<file path="src/rtl/inport_input_conditioner_pkg.sv">
// Shared types and defaults for the Inport input conditioner.
// Latency: n/a (types, constants and a pure decode function only).
// Backpressure: n/a.
package inport_input_conditioner_pkg;

    // Debounce FSM encodings; all four 2-bit codes are used.
    typedef enum logic [1:0] {
        IDLE_LOW  = 2'd0,
        WAIT_HIGH = 2'd1,
        HELD_HIGH = 2'd2,
        WAIT_LOW  = 2'd3
    } btn_state_t;

    localparam int SYNC_STAGES_DEFAULT     = 2;
    localparam int DEBOUNCE_CYCLES_DEFAULT = 16;

    // Debounced level implied by a state: the button counts as pressed
    // from the moment it qualifies until the release has qualified.
    function automatic logic is_high_state(input btn_state_t s);
        return (s == HELD_HIGH) || (s == WAIT_LOW);
    endfunction

endpackage

</file>
<file path="src/rtl/inport_input_conditioner_sync_chain.sv">
// W-bit multi-flop synchroniser for asynchronous board inputs.
// Latency: STAGES clk edges from input to q.
// Backpressure: none; samples every cycle.
module sync_chain #(
    parameter int W      = 1,
    parameter int STAGES = 2
) (
    input  logic         clk,
    input  logic         clr,
    input  logic [W-1:0] d,
    output logic [W-1:0] q
);

    // stage[0] is the metastability-catching flop, stage[STAGES-1] the output
    logic [STAGES-1:0][W-1:0] stage;

    // Shift the raw input through the chain; clear synchronously
    always_ff @(posedge clk) begin
        if (clr) begin
            stage <= '0;
        end else begin
            stage <= {stage[STAGES-2:0], d};
        end
    end

    assign q = stage[STAGES-1];

endmodule

</file>
<file path="src/rtl/inport_input_conditioner.sv">
// Synchronises switches + load button, debounces the button, strobes the switch word.
// Latency: strobe in the cycle after edge E0+SYNC_STAGES+DEBOUNCE_CYCLES (E0 = first high sample).
// Backpressure: none; the Inport must accept every one-cycle strobe.
module inport_input_conditioner
    import inport_input_conditioner_pkg::*;
#(
    parameter int WIDTH           = 32,
    parameter int SYNC_STAGES     = SYNC_STAGES_DEFAULT,
    parameter int DEBOUNCE_CYCLES = DEBOUNCE_CYCLES_DEFAULT
) (
    input  logic             clk,
    input  logic             clr,
    input  logic [WIDTH-1:0] sw_in,
    input  logic             btn_in,
    output logic [WIDTH-1:0] data_out,
    output logic             strobe,
    output logic             btn_level
);

    localparam int             CNT_W   = $clog2(DEBOUNCE_CYCLES);
    localparam logic [CNT_W-1:0] CNT_MAX = CNT_W'(DEBOUNCE_CYCLES - 1);

    logic [WIDTH-1:0] sw_s;
    logic             btn_s;
    btn_state_t       state;
    logic [CNT_W-1:0] cnt;

    sync_chain #(
        .W      (WIDTH),
        .STAGES (SYNC_STAGES)
    ) u_sw_sync (
        .clk (clk),
        .clr (clr),
        .d   (sw_in),
        .q   (sw_s)
    );

    sync_chain #(
        .W      (1),
        .STAGES (SYNC_STAGES)
    ) u_btn_sync (
        .clk (clk),
        .clr (clr),
        .d   (btn_in),
        .q   (btn_s)
    );

    // Debounce FSM with stable-cycle counter and registered strobe/data/level;
    // the counter restarts on every state change and never runs past CNT_MAX.
    always_ff @(posedge clk) begin
        if (clr) begin
            state     <= IDLE_LOW;
            cnt       <= '0;
            data_out  <= '0;
            strobe    <= 1'b0;
            btn_level <= 1'b0;
        end else begin
            strobe    <= 1'b0;
            btn_level <= is_high_state(state);
            case (state)
                IDLE_LOW: begin
                    if (btn_s) begin
                        state <= WAIT_HIGH;
                        cnt   <= '0;
                    end
                end
                WAIT_HIGH: begin
                    if (!btn_s) begin
                        state <= IDLE_LOW;
                        cnt   <= '0;
                    end else if (cnt == CNT_MAX) begin
                        state     <= HELD_HIGH;
                        cnt       <= '0;
                        strobe    <= 1'b1;
                        data_out  <= sw_s;
                        btn_level <= 1'b1;
                    end else begin
                        cnt <= cnt + CNT_W'(1);
                    end
                end
                HELD_HIGH: begin
                    if (!btn_s) begin
                        state <= WAIT_LOW;
                        cnt   <= '0;
                    end
                end
                WAIT_LOW: begin
                    if (btn_s) begin
                        state <= HELD_HIGH;
                        cnt   <= '0;
                    end else if (cnt == CNT_MAX) begin
                        state     <= IDLE_LOW;
                        cnt       <= '0;
                        btn_level <= 1'b0;
                    end else begin
                        cnt <= cnt + CNT_W'(1);
                    end
                end
                default: begin
                    state     <= IDLE_LOW;
                    cnt       <= '0;
                    btn_level <= 1'b0;
                end
            endcase
        end
    end

endmodule
</file>
<file path="config.mk">
export PLATFORM = sky130hd
export DESIGN_NAME = inport_input_conditioner
export DESIGN_NICKNAME = d
export VERILOG_FILES = /design/src/rtl/inport_input_conditioner_pkg.sv /design/src/rtl/inport_input_conditioner_sync_chain.sv /design/src/rtl/inport_input_conditioner.sv
export SDC_FILE = /design/constraint.sdc
export NUM_CORES = 1
export LEC_CHECK = 0
export ABC_CLOCK_PERIOD_IN_PS = 4400
export BUFFER_PORTS_ARGS = -buffer_cell sky130_fd_sc_hd__buf_2
export CORE_MARGIN = 1
export CORE_UTILIZATION = 45
export DETAILED_ROUTE_END_ITERATION = 12
export PLACE_DENSITY = 0.73
export SYNTH_ARGS = -nofsm -noshare
export SYNTH_HDL_FRONTEND = slang
export SYNTH_SLANG_ARGS = --single-unit
</file>
<file path="constraint.sdc">
create_clock -name clk -period 4.4 [get_ports clk]
set_clock_uncertainty 0.2 [all_clocks]
set_input_delay 1.32 -clock clk [delete_from_list [all_inputs] [get_ports clk]]
set_output_delay 1.32 -clock clk [all_outputs]
set_load 0.03 [all_outputs]
</file>
==> metrics.md <==
| Metric | Value |
|---|---|
| Status | `finished, final reports clean` |
| Synth warnings | `0` |
| Grt ovf | `0` |
| Die Span Y | `between 90 and 100 um` |
| Die area | `between 0.008 and 0.009 sq mm` |
| Crit. End Element | `primary output` |
| Diode count | `0` |
| Worst VDD drop | `about 0.21 mV` |
| Antenna Violating Nets Remaining | `0` |
| Unrepaired setup endpoints after global routing | `false` |
| Clock transition at path regs | `0.10 ns` |
| Fin area | `0.00413 sq mm` |
| Switch share | `0.214` |
| Max incr delay on CP | `about 0.37 ns` |
| Critical path class | `register to primary output` |
| Synth Net Count | `roughly 360` |
| Routed WL | `4880 um` |
| Share of cells above drive strength 1 | `0.226` |
| Startpoint Class | `register` |
| Initial antenna violation count | `0` |
| Cell area power density | `398 mW/mm^2` |
| Unique cell type count in the Yosys netlist | `23` |
| Post-place setup slack | `around 1.6 ns` |
| Std cell rows | `32` |
| Fin crit period | `about 2.4 ns` |
| Power share of the sequential group | `0.605` |
| Core Area | `between 0.007 and 0.008 sq mm` |
| H-tree depth | `3` |
| Area growth syn-to-layout | `16.3%` |
| Chip width | `approximately 91 um` |
| Internal power | `1.29 mW` |
| CP max-delay cell | `dfxtp_1` |
| Vias per std cell | `between 4 and 5` |
| # Post-CTS Setup Buffers | `0` |
| Max cap viols | `0` |
| Final worst path period share | `0.554` |
| Final hold violations | `0` |
| CTS buffer count | `9` |
| Crit path max-delay family | `flip-flops` |
| Cells after Synth | `~320` |
| Main synth FF type | `dfxtp_1` |
| Non-filler cells, final | `487` |
| Power share of the clock group | `0.358` |
| Initial Util | `0.462` |
| Mean Syn Cell Area | `about 11 sq um` |
| Io pins | `69` |
| Buffers added on ports | `68` |
| Biggest area consumer among synthesized cells | `dfxtp_1` |
| DRT Pass-1 Iters | `4` |
| Post-Syn Area | `0.00355 sq mm` |
| Dpl hpwl | `~2900 um` |
| Placed instance count | `471` |
| Final Setup Violations | `0` |
| Clk_lat worst skew | `around 0.35 ns` |
| WP data arrival | `just over 0.9 ns` |
| Worst slew margin | `0.281` |
| Net Sw Power | `0.351 mW` |
| Combinational share of power | `0.038` |
| CTS Buffer Depth | `2` |
| Post-synth EDFFs | `0` |
| Vias in the first global route | `between 1,500 and 2,000` |
| Nets@finish | `approximately 420` |
| CTS resizes | `0` |
| HP Class | `register to register` |
| Synthesis-stage register bit count | `~110` |
| Largest net degree at the start of global routing | `between 100 and 150` |
| Worst path bufs/invs | `1` |
| Worst Max-Slew Pin Slew | `between 1 and 1.5 ns` |
| GPL Wtd Cong | `0.664` |
| Num Clock Sinks | `roughly 110` |
| Asr flop ratio synth | `0` |
| CP cell instances | `buf_2` |
| Via count | `about 2,100` |
| Hold buffers post-CTS | `0` |
| Leakage Power | `1.65 nW` |
| Required @ worst endpoint | `2.88 ns` |
| Average wire per standard cell | `between 10 and 15 um` |
| Slew Limit Fails | `0` |
| DRC | `0` |
| Hold Slack | `0.234 ns` |
| GRT Util Overall | `0.126` |
| Yosys top cell area share | `0.597` |
| Final Worst Setup Slack | `roughly 2.0 ns` |
| Largest cells by area after synthesis | `dfxtp_1 (60%), nor2b_1 (12%), nand2b_1 (11%)` |
| Number of fill cells | `704` |
| Clock root buffer master | `clkbuf_8` |
| Final setup TNS | `0 ns` |
| Max Clock Freq | `approximately 0.41 GHz` |
| CTS tree | `done` |
| Sequential fraction of the synthesis area | `0.597` |
| Commonest cells in the netlist | `dfxtp_1 (106), nor2b_1 (67), nand2b_1 (64)` |
| Top-count cell post-synth | `dfxtp_1` |
| First-pass GRT wire length | `between 8000 and 9000 um` |
| Placed inst area | `between 0.003 and 0.004 sq mm` |
| Max FO, Critical Path | `2` |
| Starting DRT DRC Count | `77` |
-- state kept, by name, summed over array words and instances, names as in the netlist, named ones only --
register	count
btn_level	1
cnt	4
data_out	32
state	1
strobe	1
u_btn_sync.q	1
u_btn_sync.stage	1
u_sw_sync.q	32
u_sw_sync.stage	32
-- per-layer routing --
metal,vias to the layer above,GRT usage,wire [um]
met5,-,0,0
li1,1125,-,-
met1,944,0.148,2370
met2,53,0.205,2220
met4,0,0.0595,34
met3,2,0.0446,258
-- worst reg2reg max path, delay by kind of cell (launching register included) --
kind | cells | cell delay, ns
DFF | 1 | 0.40
adders and majority gates | 1 | 0.27
and+or+nand+nor | 2 | 0.39
buffers and inverters | 1 | 0.37
muxes | 1 | 0.25
-- power groups by stage --
stage                     registers, mW  logic, mW  clock network, mW
after floorplan                    1.01     0.0458                  0
after global placement             1.02     0.0619                  0
after detailed placement           1.02     0.0632                  0
after CTS                         0.993     0.0634              0.619
after global routing              0.997     0.0699              0.656
final                             0.993     0.0619              0.588
-- layout make-up --
type	instances	area [sq um]	area share
Clock buffer	9	124	0.0300
Clock inverter	7	75.1	0.0182
Inverter	2	7.51	0.00182
Multi-Input combinational cell	191	1320	0.319
Sequential cell	106	2120	0.514
Tap cell	102	128	0.0309
Timing Repair Buffer	70	358	0.0866
-- cell usage in the layout (no fill, tap or decap) --
cell / Yosys / layout
a21oi_1: 6 / 6
a31oi_1: 2 / 2
and4_1: 1 / 1
buf_2: 1 / 67
buf_4: 1 / 3
bufinv_16: 0 / 1
clkbuf_8: 0 / 9
clkinv_2: 0 / 2
clkinv_4: 0 / 1
dfxtp_1: 106 / 106
ha_1: 1 / 1
inv_1: 2 / 2
inv_6: 0 / 3
mux2i_1: 32 / 32
nand2_1: 2 / 2
nand2b_1: 64 / 64
nand3_1: 8 / 8
nand4_1: 1 / 1
nor2b_1: 67 / 67
nor3_1: 1 / 1
nor3b_2: 0 / 1
o2111ai_1: 1 / 1
or4_1: 1 / 1
xnor2_1: 1 / 1
xor2_1: 2 / 2
-- metrics by stage --
step	power, mW	util
floorplan	1.06	-
global placement	1.08	0.512
detailed placement	1.08	0.512
CTS	1.68	0.537
global route	1.72	0.537
finish	1.64	0.537
-- final timing paths --
| kind | depth (start not counted) | start | slack [ns] | endpoint |
|---|---|---|---|---|
| max | 1 | data_out[22] | 1.96 | data_out[22] |
| min | 1 | u_sw_sync.stage[13] | 0.23 | u_sw_sync.q[13] |
| max reg2reg | 5 | cnt[0] | 2.46 | data_out[23] |
| min reg2reg | 1 | u_sw_sync.stage[13] | 0.23 | u_sw_sync.q[13] |
-- logic make-up (layout without fill, tap and decap cells) --
logic type / after synthesis / after routing / share of synthesized area
AND/OR/NAND/NOR: 146 / 146 / 0.254
flip-flops: 106 / 106 / 0.597
multiplexers: 32 / 32 / 0.0901
buffers and inverters: 22 / 88 / 0.0334
AO/OA/AOI/OAI: 9 / 9 / 0.0144
XOR/XNOR: 3 / 3 / 0.00740
adder cells (fa/ha/maj): 1 / 1 / 0.00352
No activity file was read; power rests on OpenSTA's default activity.
